### config.mk
export PLATFORM = sky130hd
export DESIGN_NAME = id_ex_stage_flat
export DESIGN_NICKNAME = d
export VERILOG_FILES = /design/src/rtl/mips_pkg.sv /design/src/rtl/id_ex_stage_if.sv /design/src/rtl/fwd_mux.sv /design/src/rtl/id_ex_stage.sv /design/src/flat_wrapper.sv
export SDC_FILE = /design/constraint.sdc
export NUM_CORES = 1
export LEC_CHECK = 0
export BUFFER_PORTS_ARGS = -buffer_cell sky130_fd_sc_hd__buf_2
export CORE_ASPECT_RATIO = 0.5
export CORE_MARGIN = 2
export CORE_UTILIZATION = 50
export DETAILED_ROUTE_END_ITERATION = 8
export MAX_ROUTING_LAYER = met4
export PLACE_DENSITY = 0.88
export SLEW_MARGIN = 20
export SYNTH_ARGS = -nofsm -noshare
export SYNTH_HDL_FRONTEND = slang
export SYNTH_SLANG_ARGS = --single-unit
### constraint.sdc
create_clock -name clock -period 4.9 [get_ports clock]
set_clock_uncertainty 0.2 [all_clocks]
set_input_delay 0.245 -clock clock [delete_from_list [all_inputs] [get_ports clock]]
set_output_delay 0.245 -clock clock [all_outputs]
set_load 0.005 [all_outputs]
### src/rtl/mips_pkg.sv
// rtl/mips_pkg.sv - shared MIPS opcode constants, field slices and forward-select encodings
package mips_pkg;

  localparam logic [31:0] NOP_INSTR = 32'h0000_0000;

  localparam int OP_HI = 31;
  localparam int OP_LO = 26;
  localparam int RS_HI = 25;
  localparam int RS_LO = 21;
  localparam int RT_HI = 20;
  localparam int RT_LO = 16;

  localparam logic [5:0] OP_RTYPE = 6'h00;
  localparam logic [5:0] OP_BEQ   = 6'h04;
  localparam logic [5:0] OP_BNE   = 6'h05;
  localparam logic [5:0] OP_LB    = 6'h20;
  localparam logic [5:0] OP_LH    = 6'h21;
  localparam logic [5:0] OP_LW    = 6'h23;
  localparam logic [5:0] OP_LBU   = 6'h24;
  localparam logic [5:0] OP_LHU   = 6'h25;
  localparam logic [5:0] OP_SB    = 6'h28;
  localparam logic [5:0] OP_SH    = 6'h29;
  localparam logic [5:0] OP_SW    = 6'h2B;

  typedef enum logic [1:0] {
    FWD_REG   = 2'd0,
    FWD_EXMEM = 2'd1,
    FWD_MEMWB = 2'd2
  } fwd_sel_t;

  function automatic logic is_load(input logic [5:0] op);
    return (op == OP_LB) || (op == OP_LH) || (op == OP_LW) ||
           (op == OP_LBU) || (op == OP_LHU);
  endfunction

  // Opcodes that read rt as a source (R-type, branches, stores).
  function automatic logic uses_rt(input logic [5:0] op);
    return (op == OP_RTYPE) || (op == OP_BEQ) || (op == OP_BNE) ||
           (op == OP_SB) || (op == OP_SH) || (op == OP_SW);
  endfunction

endpackage

### src/rtl/id_ex_stage_if.sv
// rtl/id_ex_stage_if.sv - ID-side, bypass and EXE-side signals of the ID/EX stage
interface id_ex_stage_if #(
  parameter int DATA_W = 32,
  parameter int PC_W   = 32,
  parameter int CNT_W  = 16
);
  logic [31:0]       instr_id;
  logic [PC_W-1:0]   pc_id;
  logic [DATA_W-1:0] a_id;
  logic [DATA_W-1:0] b_id;
  logic              flush;
  logic              hold;
  logic              ex_mem_reg_write;
  logic [4:0]        ex_mem_num_write;
  logic [DATA_W-1:0] ex_mem_result;
  logic              mem_wb_reg_write;
  logic [4:0]        mem_wb_num_write;
  logic [DATA_W-1:0] mem_wb_data;

  logic              stall;
  logic [31:0]       instr_ex;
  logic [PC_W-1:0]   pc_ex;
  logic              valid_ex;
  logic [DATA_W-1:0] a_ex;
  logic [DATA_W-1:0] b_ex;
  logic [1:0]        fwd_a;
  logic [1:0]        fwd_b;
  logic [CNT_W-1:0]  bubble_cnt;

  modport master (
    output instr_id, pc_id, a_id, b_id, flush, hold,
           ex_mem_reg_write, ex_mem_num_write, ex_mem_result,
           mem_wb_reg_write, mem_wb_num_write, mem_wb_data,
    input  stall, instr_ex, pc_ex, valid_ex, a_ex, b_ex, fwd_a, fwd_b, bubble_cnt
  );

  modport slave (
    input  instr_id, pc_id, a_id, b_id, flush, hold,
           ex_mem_reg_write, ex_mem_num_write, ex_mem_result,
           mem_wb_reg_write, mem_wb_num_write, mem_wb_data,
    output stall, instr_ex, pc_ex, valid_ex, a_ex, b_ex, fwd_a, fwd_b, bubble_cnt
  );
endinterface

### src/rtl/fwd_mux.sv
// rtl/fwd_mux.sv - per-operand bypass selector, EX/MEM over MEM/WB over stored value
module fwd_mux
  import mips_pkg::*;
#(
  parameter int DATA_W = 32
) (
  input  logic [4:0]        src,
  input  logic              ex_mem_en,
  input  logic [4:0]        ex_mem_num,
  input  logic [DATA_W-1:0] ex_mem_data,
  input  logic              mem_wb_en,
  input  logic [4:0]        mem_wb_num,
  input  logic [DATA_W-1:0] mem_wb_data,
  input  logic [DATA_W-1:0] stored,
  output logic [DATA_W-1:0] operand,
  output logic [1:0]        sel
);

  // Pick the youngest producer of src; $0 is hardwired and never bypassed.
  always_comb begin
    operand = stored;
    sel     = FWD_REG;
    if (src != 5'd0) begin
      if (ex_mem_en && (ex_mem_num == src)) begin
        operand = ex_mem_data;
        sel     = FWD_EXMEM;
      end else if (mem_wb_en && (mem_wb_num == src)) begin
        operand = mem_wb_data;
        sel     = FWD_MEMWB;
      end
    end
  end

endmodule

### src/rtl/id_ex_stage.sv
// rtl/id_ex_stage.sv - ID/EX pipeline register with forwarding, load-use stall and bubble counter
module id_ex_stage
  import mips_pkg::*;
#(
  parameter int DATA_W = 32,
  parameter int PC_W   = 32,
  parameter int CNT_W  = 16
) (
  input  logic        clock,
  input  logic        reset,
  id_ex_stage_if.slave bus
);

  logic [31:0]       instr_q;
  logic [PC_W-1:0]   pc_q;
  logic              valid_q;
  logic [DATA_W-1:0] a_q;
  logic [DATA_W-1:0] b_q;
  logic [CNT_W-1:0]  cnt_q;

  logic [4:0] rs_id, rt_id, rs_ex, rt_ex;
  logic [5:0] op_id, op_ex;
  logic       load_use;
  logic [DATA_W-1:0] a_cap, b_cap;
  logic [1:0] unused_wb_sel_a, unused_wb_sel_b;

  assign rs_id = bus.instr_id[RS_HI:RS_LO];
  assign rt_id = bus.instr_id[RT_HI:RT_LO];
  assign op_id = bus.instr_id[OP_HI:OP_LO];
  assign rs_ex = instr_q[RS_HI:RS_LO];
  assign rt_ex = instr_q[RT_HI:RT_LO];
  assign op_ex = instr_q[OP_HI:OP_LO];

  assign load_use = valid_q && is_load(op_ex) && (rt_ex != 5'd0) &&
                    ((rt_ex == rs_id) || (uses_rt(op_id) && (rt_ex == rt_id)));

  // A flush discards the dependent instruction, so the load-use stall is moot then.
  assign bus.stall = bus.hold | (load_use & ~bus.flush);

  // The register file writes on the same posedge we capture, so bypass WB here.
  fwd_mux #(.DATA_W(DATA_W)) u_wb_a (
    .src(rs_id), .ex_mem_en(1'b0), .ex_mem_num(5'd0), .ex_mem_data('0),
    .mem_wb_en(bus.mem_wb_reg_write), .mem_wb_num(bus.mem_wb_num_write),
    .mem_wb_data(bus.mem_wb_data), .stored(bus.a_id),
    .operand(a_cap), .sel(unused_wb_sel_a)
  );

  fwd_mux #(.DATA_W(DATA_W)) u_wb_b (
    .src(rt_id), .ex_mem_en(1'b0), .ex_mem_num(5'd0), .ex_mem_data('0),
    .mem_wb_en(bus.mem_wb_reg_write), .mem_wb_num(bus.mem_wb_num_write),
    .mem_wb_data(bus.mem_wb_data), .stored(bus.b_id),
    .operand(b_cap), .sel(unused_wb_sel_b)
  );

  // Pipeline register update: reset > flush > hold > load-use bubble > capture.
  always_ff @(posedge clock) begin
    if (reset) begin
      instr_q <= NOP_INSTR;
      pc_q    <= '0;
      valid_q <= 1'b0;
      a_q     <= '0;
      b_q     <= '0;
      cnt_q   <= '0;
    end else if (bus.flush) begin
      instr_q <= NOP_INSTR;
      valid_q <= 1'b0;
      a_q     <= '0;
      b_q     <= '0;
    end else if (bus.hold) begin
      instr_q <= instr_q;
    end else if (load_use) begin
      instr_q <= NOP_INSTR;
      valid_q <= 1'b0;
      a_q     <= '0;
      b_q     <= '0;
      if (cnt_q != '1) cnt_q <= cnt_q + CNT_W'(1);
    end else begin
      instr_q <= bus.instr_id;
      pc_q    <= bus.pc_id;
      valid_q <= 1'b1;
      a_q     <= a_cap;
      b_q     <= b_cap;
    end
  end

  fwd_mux #(.DATA_W(DATA_W)) u_fwd_a (
    .src(rs_ex),
    .ex_mem_en(bus.ex_mem_reg_write), .ex_mem_num(bus.ex_mem_num_write),
    .ex_mem_data(bus.ex_mem_result),
    .mem_wb_en(bus.mem_wb_reg_write), .mem_wb_num(bus.mem_wb_num_write),
    .mem_wb_data(bus.mem_wb_data), .stored(a_q),
    .operand(bus.a_ex), .sel(bus.fwd_a)
  );

  fwd_mux #(.DATA_W(DATA_W)) u_fwd_b (
    .src(rt_ex),
    .ex_mem_en(bus.ex_mem_reg_write), .ex_mem_num(bus.ex_mem_num_write),
    .ex_mem_data(bus.ex_mem_result),
    .mem_wb_en(bus.mem_wb_reg_write), .mem_wb_num(bus.mem_wb_num_write),
    .mem_wb_data(bus.mem_wb_data), .stored(b_q),
    .operand(bus.b_ex), .sel(bus.fwd_b)
  );

  assign bus.instr_ex   = instr_q;
  assign bus.pc_ex      = pc_q;
  assign bus.valid_ex   = valid_q;
  assign bus.bubble_cnt = cnt_q;

endmodule

### src/flat_wrapper.sv
// flat-port wrapper written by rule: the top's interface ports become plain ports
module id_ex_stage_flat import mips_pkg::*;
#(
  parameter int DATA_W = 32,
  parameter int PC_W   = 32,
  parameter int CNT_W  = 16
)
  (clock, reset, bus_instr_id, bus_pc_id, bus_a_id, bus_b_id, bus_flush, bus_hold, bus_ex_mem_reg_write, bus_ex_mem_num_write, bus_ex_mem_result, bus_mem_wb_reg_write, bus_mem_wb_num_write, bus_mem_wb_data, bus_stall, bus_instr_ex, bus_pc_ex, bus_valid_ex, bus_a_ex, bus_b_ex, bus_fwd_a, bus_fwd_b, bus_bubble_cnt);
  id_ex_stage_if #(.DATA_W(DATA_W), .PC_W(PC_W), .CNT_W(CNT_W)) bus_i ();
  input  logic clock;
  input  logic reset;
  input wire logic [$bits(bus_i.instr_id)-1:0] bus_instr_id;
  input wire logic [$bits(bus_i.pc_id)-1:0] bus_pc_id;
  input wire logic [$bits(bus_i.a_id)-1:0] bus_a_id;
  input wire logic [$bits(bus_i.b_id)-1:0] bus_b_id;
  input wire logic [$bits(bus_i.flush)-1:0] bus_flush;
  input wire logic [$bits(bus_i.hold)-1:0] bus_hold;
  input wire logic [$bits(bus_i.ex_mem_reg_write)-1:0] bus_ex_mem_reg_write;
  input wire logic [$bits(bus_i.ex_mem_num_write)-1:0] bus_ex_mem_num_write;
  input wire logic [$bits(bus_i.ex_mem_result)-1:0] bus_ex_mem_result;
  input wire logic [$bits(bus_i.mem_wb_reg_write)-1:0] bus_mem_wb_reg_write;
  input wire logic [$bits(bus_i.mem_wb_num_write)-1:0] bus_mem_wb_num_write;
  input wire logic [$bits(bus_i.mem_wb_data)-1:0] bus_mem_wb_data;
  output wire logic [$bits(bus_i.stall)-1:0] bus_stall;
  output wire logic [$bits(bus_i.instr_ex)-1:0] bus_instr_ex;
  output wire logic [$bits(bus_i.pc_ex)-1:0] bus_pc_ex;
  output wire logic [$bits(bus_i.valid_ex)-1:0] bus_valid_ex;
  output wire logic [$bits(bus_i.a_ex)-1:0] bus_a_ex;
  output wire logic [$bits(bus_i.b_ex)-1:0] bus_b_ex;
  output wire logic [$bits(bus_i.fwd_a)-1:0] bus_fwd_a;
  output wire logic [$bits(bus_i.fwd_b)-1:0] bus_fwd_b;
  output wire logic [$bits(bus_i.bubble_cnt)-1:0] bus_bubble_cnt;
  assign bus_i.instr_id = bus_instr_id;
  assign bus_i.pc_id = bus_pc_id;
  assign bus_i.a_id = bus_a_id;
  assign bus_i.b_id = bus_b_id;
  assign bus_i.flush = bus_flush;
  assign bus_i.hold = bus_hold;
  assign bus_i.ex_mem_reg_write = bus_ex_mem_reg_write;
  assign bus_i.ex_mem_num_write = bus_ex_mem_num_write;
  assign bus_i.ex_mem_result = bus_ex_mem_result;
  assign bus_i.mem_wb_reg_write = bus_mem_wb_reg_write;
  assign bus_i.mem_wb_num_write = bus_mem_wb_num_write;
  assign bus_i.mem_wb_data = bus_mem_wb_data;
  assign bus_stall = bus_i.stall;
  assign bus_instr_ex = bus_i.instr_ex;
  assign bus_pc_ex = bus_i.pc_ex;
  assign bus_valid_ex = bus_i.valid_ex;
  assign bus_a_ex = bus_i.a_ex;
  assign bus_b_ex = bus_i.b_ex;
  assign bus_fwd_a = bus_i.fwd_a;
  assign bus_fwd_b = bus_i.fwd_b;
  assign bus_bubble_cnt = bus_i.bubble_cnt;
  id_ex_stage #(.DATA_W(DATA_W), .PC_W(PC_W), .CNT_W(CNT_W)) u_core (.clock(clock), .reset(reset), .bus(bus_i));
endmodule
==> results of run 1 <==
synthesized netlist by cell type, types with 6 or more instances:
master and count:
or3_1 12, o21ai_1 51, buf_2 18, clkbuf_1 52, nor3_1 11, xnor2_1 11, a22o_1 31, mux2i_1 98
xor2_1 28, dfxtp_1 145, o22ai_1 64, nand3_1 12, o21ai_0 28, nand2_1 76, nor4_1 6, a21oi_1 83
nor2_1 108
kinds of logic (layout without fill, tap and decap cells):
logic type,Yosys count,count (layout),share of synthesized area [%]
mux,99,99,13.8
flops,145,145,40.3
compound gates,267,267,21.8
other cells,0,3,0
simple gates,244,244,14.5
fa+ha+maj,1,1,0.174
xor+xnor,39,39,4.74
buf+inv,78,578,4.64
stage by stage:
stage	instance area [um^2]	instances	hold WS [ns]	power (mW)	utilization, %
6_report	11400	1568	0.0100	3.03	82.2
5_1_grt	11400	1567	0.0207	3.12	82.2
4_1_cts	11300	1565	0.000226	3.00	82.2
3_5_place_dp	9060	1363	0.241	1.65	65.6
3_3_place_gp	9060	1363	0.234	1.64	65.6
2_1_floorplan	7200	873	0.124	1.45	-
final cells by class:
class | instances | area share (%)
clock inverter | 12 | 1.06
clock buffer | 19 | 3.99
multi-input combinational | 650 | 35.3
sequential | 145 | 25.6
tap | 192 | 2.11
antenna | 3 | 0.0661
inverter | 4 | 0.132
timing repair buffer | 543 | 31.8
report_power, final:
part / switching (mW) / internal [mW] / total, mW
clock: 0.530 / 0.735 / 1.26
sequential: 0.0285 / 1.22 / 1.25
combinational: 0.250 / 0.265 / 0.515
critical path: stages, from the launching register on:
cell	delay, ns
dfxtp_1	0.37
xor2_1	0.18
nor4_1	0.31
nand3_1	0.17
buf_4	0.31
nand2b_1	0.49
buf_4	0.40
o22ai_1	0.19
a21oi_1	0.29
buf_2	0.17
state kept, by name (all words and copies together), names as in the netlist:
name and cells:
u_core.bus.instr_ex 32, u_core.b_q 32, u_core.bus.pc_ex 32, u_core.a_q 32, u_core.bus.bubble_cnt 16, u_core.bus.valid_ex 1
worst paths after layout:
kind,from,end,cells past startpoint
setup / recovery,u_core.bus.instr_ex[23],bus_a_ex[20],9
hold / removal,bus_mem_wb_data[29],u_core.a_q[29],3
setup reg to reg,u_core.bus.instr_ex[18],u_core.a_q[7],8
hold reg to reg,u_core.b_q[1],u_core.b_q[1],2
metal layers:
layer  wire, um  share of wire [%]  vias to the layer above
li1           -                  -                     4102
met1      10400                 34                     4216
met2      14800                 49                      734
met3       2870                9.5                      251
met4       2140                7.1                        0
met5          0                  0                        -
==> impl_metrics.tcl, run 1 <==
set metrics [dict create \
    status "complete, no violations" \
    viasPerCell 5.93 \
    hold_viol 0 \
    tightest_slew_ns 0.873 \
    cp_data_arrival_time_ns 3.28 \
    syn_to_final_growth_pct 57.7 \
    die_height_um 88.9 \
    dieArea_mm2 0.0154 \
    path_class "reg -> out" \
    initialDrtViolationCount 984 \
    antenna_left 0 \
    multi_input_area_mm2 0.00401 \
    synth_ff_type "dfxtp_1" \
    drc 0 \
    cts_tree "yes" \
    setup_viol 0 \
    synth.area.top_cells "dfxtp_1 (40%), mux2i_1 (14%), a21oi_1 (5.8%)" \
    cp_max_fo 34 \
    clk-insertion-delay-late_ns 0.40 \
    yosysTopAreaCell "dfxtp_1" \
    powerDensity_mw_per_mm2 266 \
    place_congestion 1.02 \
    coreArea_mm2 0.0138 \
    grt_max_degree 73 \
    final_nets 1570 \
    setup_slack_ns 1.17 \
    rows 30 \
    drv_slew 0 \
    slew_headroom_pct 41.4 \
    tns_ns 0 \
    max_cap_viol_count 0 \
    synth_edf_count 0 \
    synth_seq_cells 145 \
    final_common_cell "buf_2" \
    final_cell_mix "buf_2 (357), dlygate4sd3_1 (171), dfxtp_1 (145), nor2_1 (105), mux2i_1 (98)" \
    drive_gt1_share_pct 30.2 \
    wire_per_inst_um 19.3 \
    grtUsageTotal_pct 38.9 \
    cts_buffers 17 \
    grt-busiest-layer "met2" \
    syn_area_mm2 0.00720 \
    syn_inst 873 \
    grt.met2_usage_pct 67.0 \
    drt_wl_total_um 30300 \
    post_cts_buffers 0 \
    endpoint_kind "output pin" \
    peakVddDrop_v 0.000213 \
    syn_area_per_cell_um2 8.25 \
    dp_slack_ns 1.89 \
    antenna_found_initial 2 \
    hp-class "in -> reg" \
    cts_resized 0 \
    cts.sinks 145 \
    portBuffers 357 \
    fin_crit_sh_pct 76.1 \
    grt_pass1_wl_um 46400 \
    grt_setup_unrepaired "no" \
    grt-ovfl-total 0 \
    synth_cell_types 41 \
    syn-num-nets 1082 \
    pin_count 358 \
    cts.path.max_buffers 2 \
    grt_pass1_vias 9430 \
    max_freq_ghz 0.268 \
    yosysWarnings 0 \
    grt_use_met3_pct 9.62 \
    finalCriticalPeriod_ns 3.73 \
    start_kind "flop" \
    yosysSeqAreaShare_pct 40.3 \
    firstDrtPassIters 8 \
    vias 9303 \
    fillers 873 \
    required_ns 4.45 \
    leakage_nw 5.19 \
    ys_async_sr_fraction_pct 0 \
    ctsHtreeMaxLevel 4 \
    regToRegSetupSlack_ns 1.71 \
    met1_usage_pct 39.7 \
    regArea_mm2 0.00290 \
    cts_root_buf "clkbuf_16" \
    dp_hpwl_um 17700 \
    clkSlewWorstSetupHoldPaths_ns 0.06 \
    hold_buffers 171 \
    fp.dieW_um 174 \
    start_util_pct 52.1 \
    synth_top_cell_area_share_pct 40.3 \
]
Power figures use the tool's default switching activity.
==> run 2: changes to the inputs <==
CORE_UTILIZATION = 42   (was 50)
PLACE_DENSITY = 0.79   (was 0.88)
clock period = 3 ns   (was 4.9 ns; I/O delays follow)
==> impl_metrics.tcl, run 2 (synthesis gave the netlist of run 1 again) <==
set metrics [dict create \
    status "complete, no violations" \
    cts_buffers 17 \
    antenna_left 0 \
    firstDrtPassIters 8 \
    fp.dieW_um 189 \
    drive_gt1_share_pct 31.0 \
    drt_wl_total_um 30500 \
    setup_slack_ns 0.0783 \
    finalNonFillerCells 1636 \
    cp_data_arrival_time_ns 2.96 \
    clk-insertion-delay-late_ns 0.42 \
    start_kind "input pin" \
    max_cap_viol_count 0 \
    initialDrtViolationCount 810 \
    path_class "in -> reg" \
    tightest_slew_ns 0.697 \
    fin_crit_sh_pct 97.4 \
    drc 0 \
    endpoint_kind "flop" \
    setup_viol 0 \
    ctsHtreeMaxLevel 4 \
    portBuffers 357 \
    finalCriticalPeriod_ns 2.92 \
    die_height_um 96.6 \
    cp_slowest_cell "dlygate4sd3_1" \
    coreArea_mm2 0.0166 \
    placed_cell_area_mm2 0.00921 \
    stdcell_area_mm2 0.0118 \
    pin_count 358 \
    slowest_delay_ns 0.60 \
    cp_top_family "buffers and inverters" \
    placed_cells 1403 \
    hold_viol 0 \
    cts.sinks 145 \
    final_nets 1604 \
    peakVddDrop_v 0.000372 \
    slew_headroom_pct 53.6 \
    wire_per_inst_um 18.6 \
    grt_pass1_vias 9178 \
    viasPerCell 5.65 \
    timing.hold.ws_ns 0.108 \
    required_ns 3.04 \
    final_common_cell "buf_2" \
    place_congestion 0.911 \
    crit_top_cell "dlygate4sd3_1" \
    fin_util_pct 71.4 \
    drv_slew 0 \
    fillers 1192 \
    final_cell_mix "buf_2 (357), dlygate4sd3_1 (194), dfxtp_1 (141), nor2_1 (105), mux2i_1 (98)" \
    cts_tree "yes" \
    cts_root_buf "clkbuf_16" \
    dp_slack_ns 0.163 \
    syn_to_final_growth_pct 64.2 \
    grt-ovfl-total 0 \
    cts.path.max_buffers 2 \
    cp_max_fo 32 \
    rows 33 \
    start_util_pct 43.5 \
    grtUsageTotal_pct 32.4 \
    vias 9250 \
    dp_hpwl_um 17800 \
    antenna_found_initial 1 \
    hp-class "in -> reg" \
    grt_max_degree 97 \
    path_cells "dlygate4sd3_1 -> buf_2 -> xor2_1 -> nor3_1 -> nand3_1 -> nor2_4 -> buf_4 -> mux2i_1 -> dlygate4sd3_1 -> o21ai_0" \
    powerDensity_mw_per_mm2 422 \
    leakage_nw 5.36 \
    regToRegSetupSlack_ns 0.24 \
    grt_pass1_wl_um 45500 \
    worst-path-buf-inv 4 \
    dieArea_mm2 0.0183 \
    max_freq_ghz 0.342 \
    clkSlewWorstSetupHoldPaths_ns 0.07 \
]
[run 2: final timing paths]
path / start / endpoint / cells past startpoint
worst max-delay path: bus_instr_id[23] / u_core.a_q[4] / 10
worst min-delay path: reset / u_core.bus.instr_ex[18] / 3
worst max register to register: u_core.bus.instr_ex[16] / u_core.bus.bubble_cnt[7] / 6
worst min register to register: u_core.a_q[15] / u_core.a_q[15] / 2
[run 2: layout make-up]
type                            instances  area (um^2)  area share [%]
Clock buffer                           20          457            3.86
Inverter                                4         15.0           0.127
Timing Repair Buffer                  577         3990            33.7
Sequential cell                       145         2910            24.6
Clock inverter                         12          124            1.05
Multi-Input combinational cell        650         4050            34.2
Tap cell                              227          284            2.40
Antenna cell                            1         2.50          0.0212
[run 2: layer usage]
| metal | vias up | GRT usage, % | routed length [um] |
|---|---|---|---|
| met5 | - | - | 0 |
| met4 | 0 | 17.9 | 1350 |
| met3 | 181 | 8.52 | 3010 |
| met2 | 671 | 54.3 | 14700 |
| met1 | 4237 | 36.1 | 11400 |
| li1 | 4161 | - | - |
[run 2: repair_timing]
action,CTS,global route
endpoints found under the hold margin,129,0
pin swaps,0,1
endpoints found under the setup margin,1,52
buffers inserted,0,6
hold buffers,194,0
resized for setup,1,11
[run 2: per-stage QoR]
stage / TNS, ns / total power, mW
2_1_floorplan: 0 / 2.36
6_report: 0 / 4.99
3_3_place_gp: 0 / 2.68
5_1_grt: -0.000234 / 5.18
4_1_cts: 0 / 4.98
3_5_place_dp: 0 / 2.70
[run 2: power by group]
| group | internal [mW] | switching, mW |
|---|---|---|
| Combinational | 0.464 | 0.420 |
| Sequential | 1.99 | 0.0447 |
| Clock | 1.20 | 0.869 |
[run 2: worst reg2reg max path, stage by stage, from the launching register on]
cell	delay, ns
dfxtp_1	0.51
xnor2_1	0.16
nand4_1	0.13
a211o_1	0.34
a2111o_2	0.69
nor3_1	0.27
mux2_2	0.35
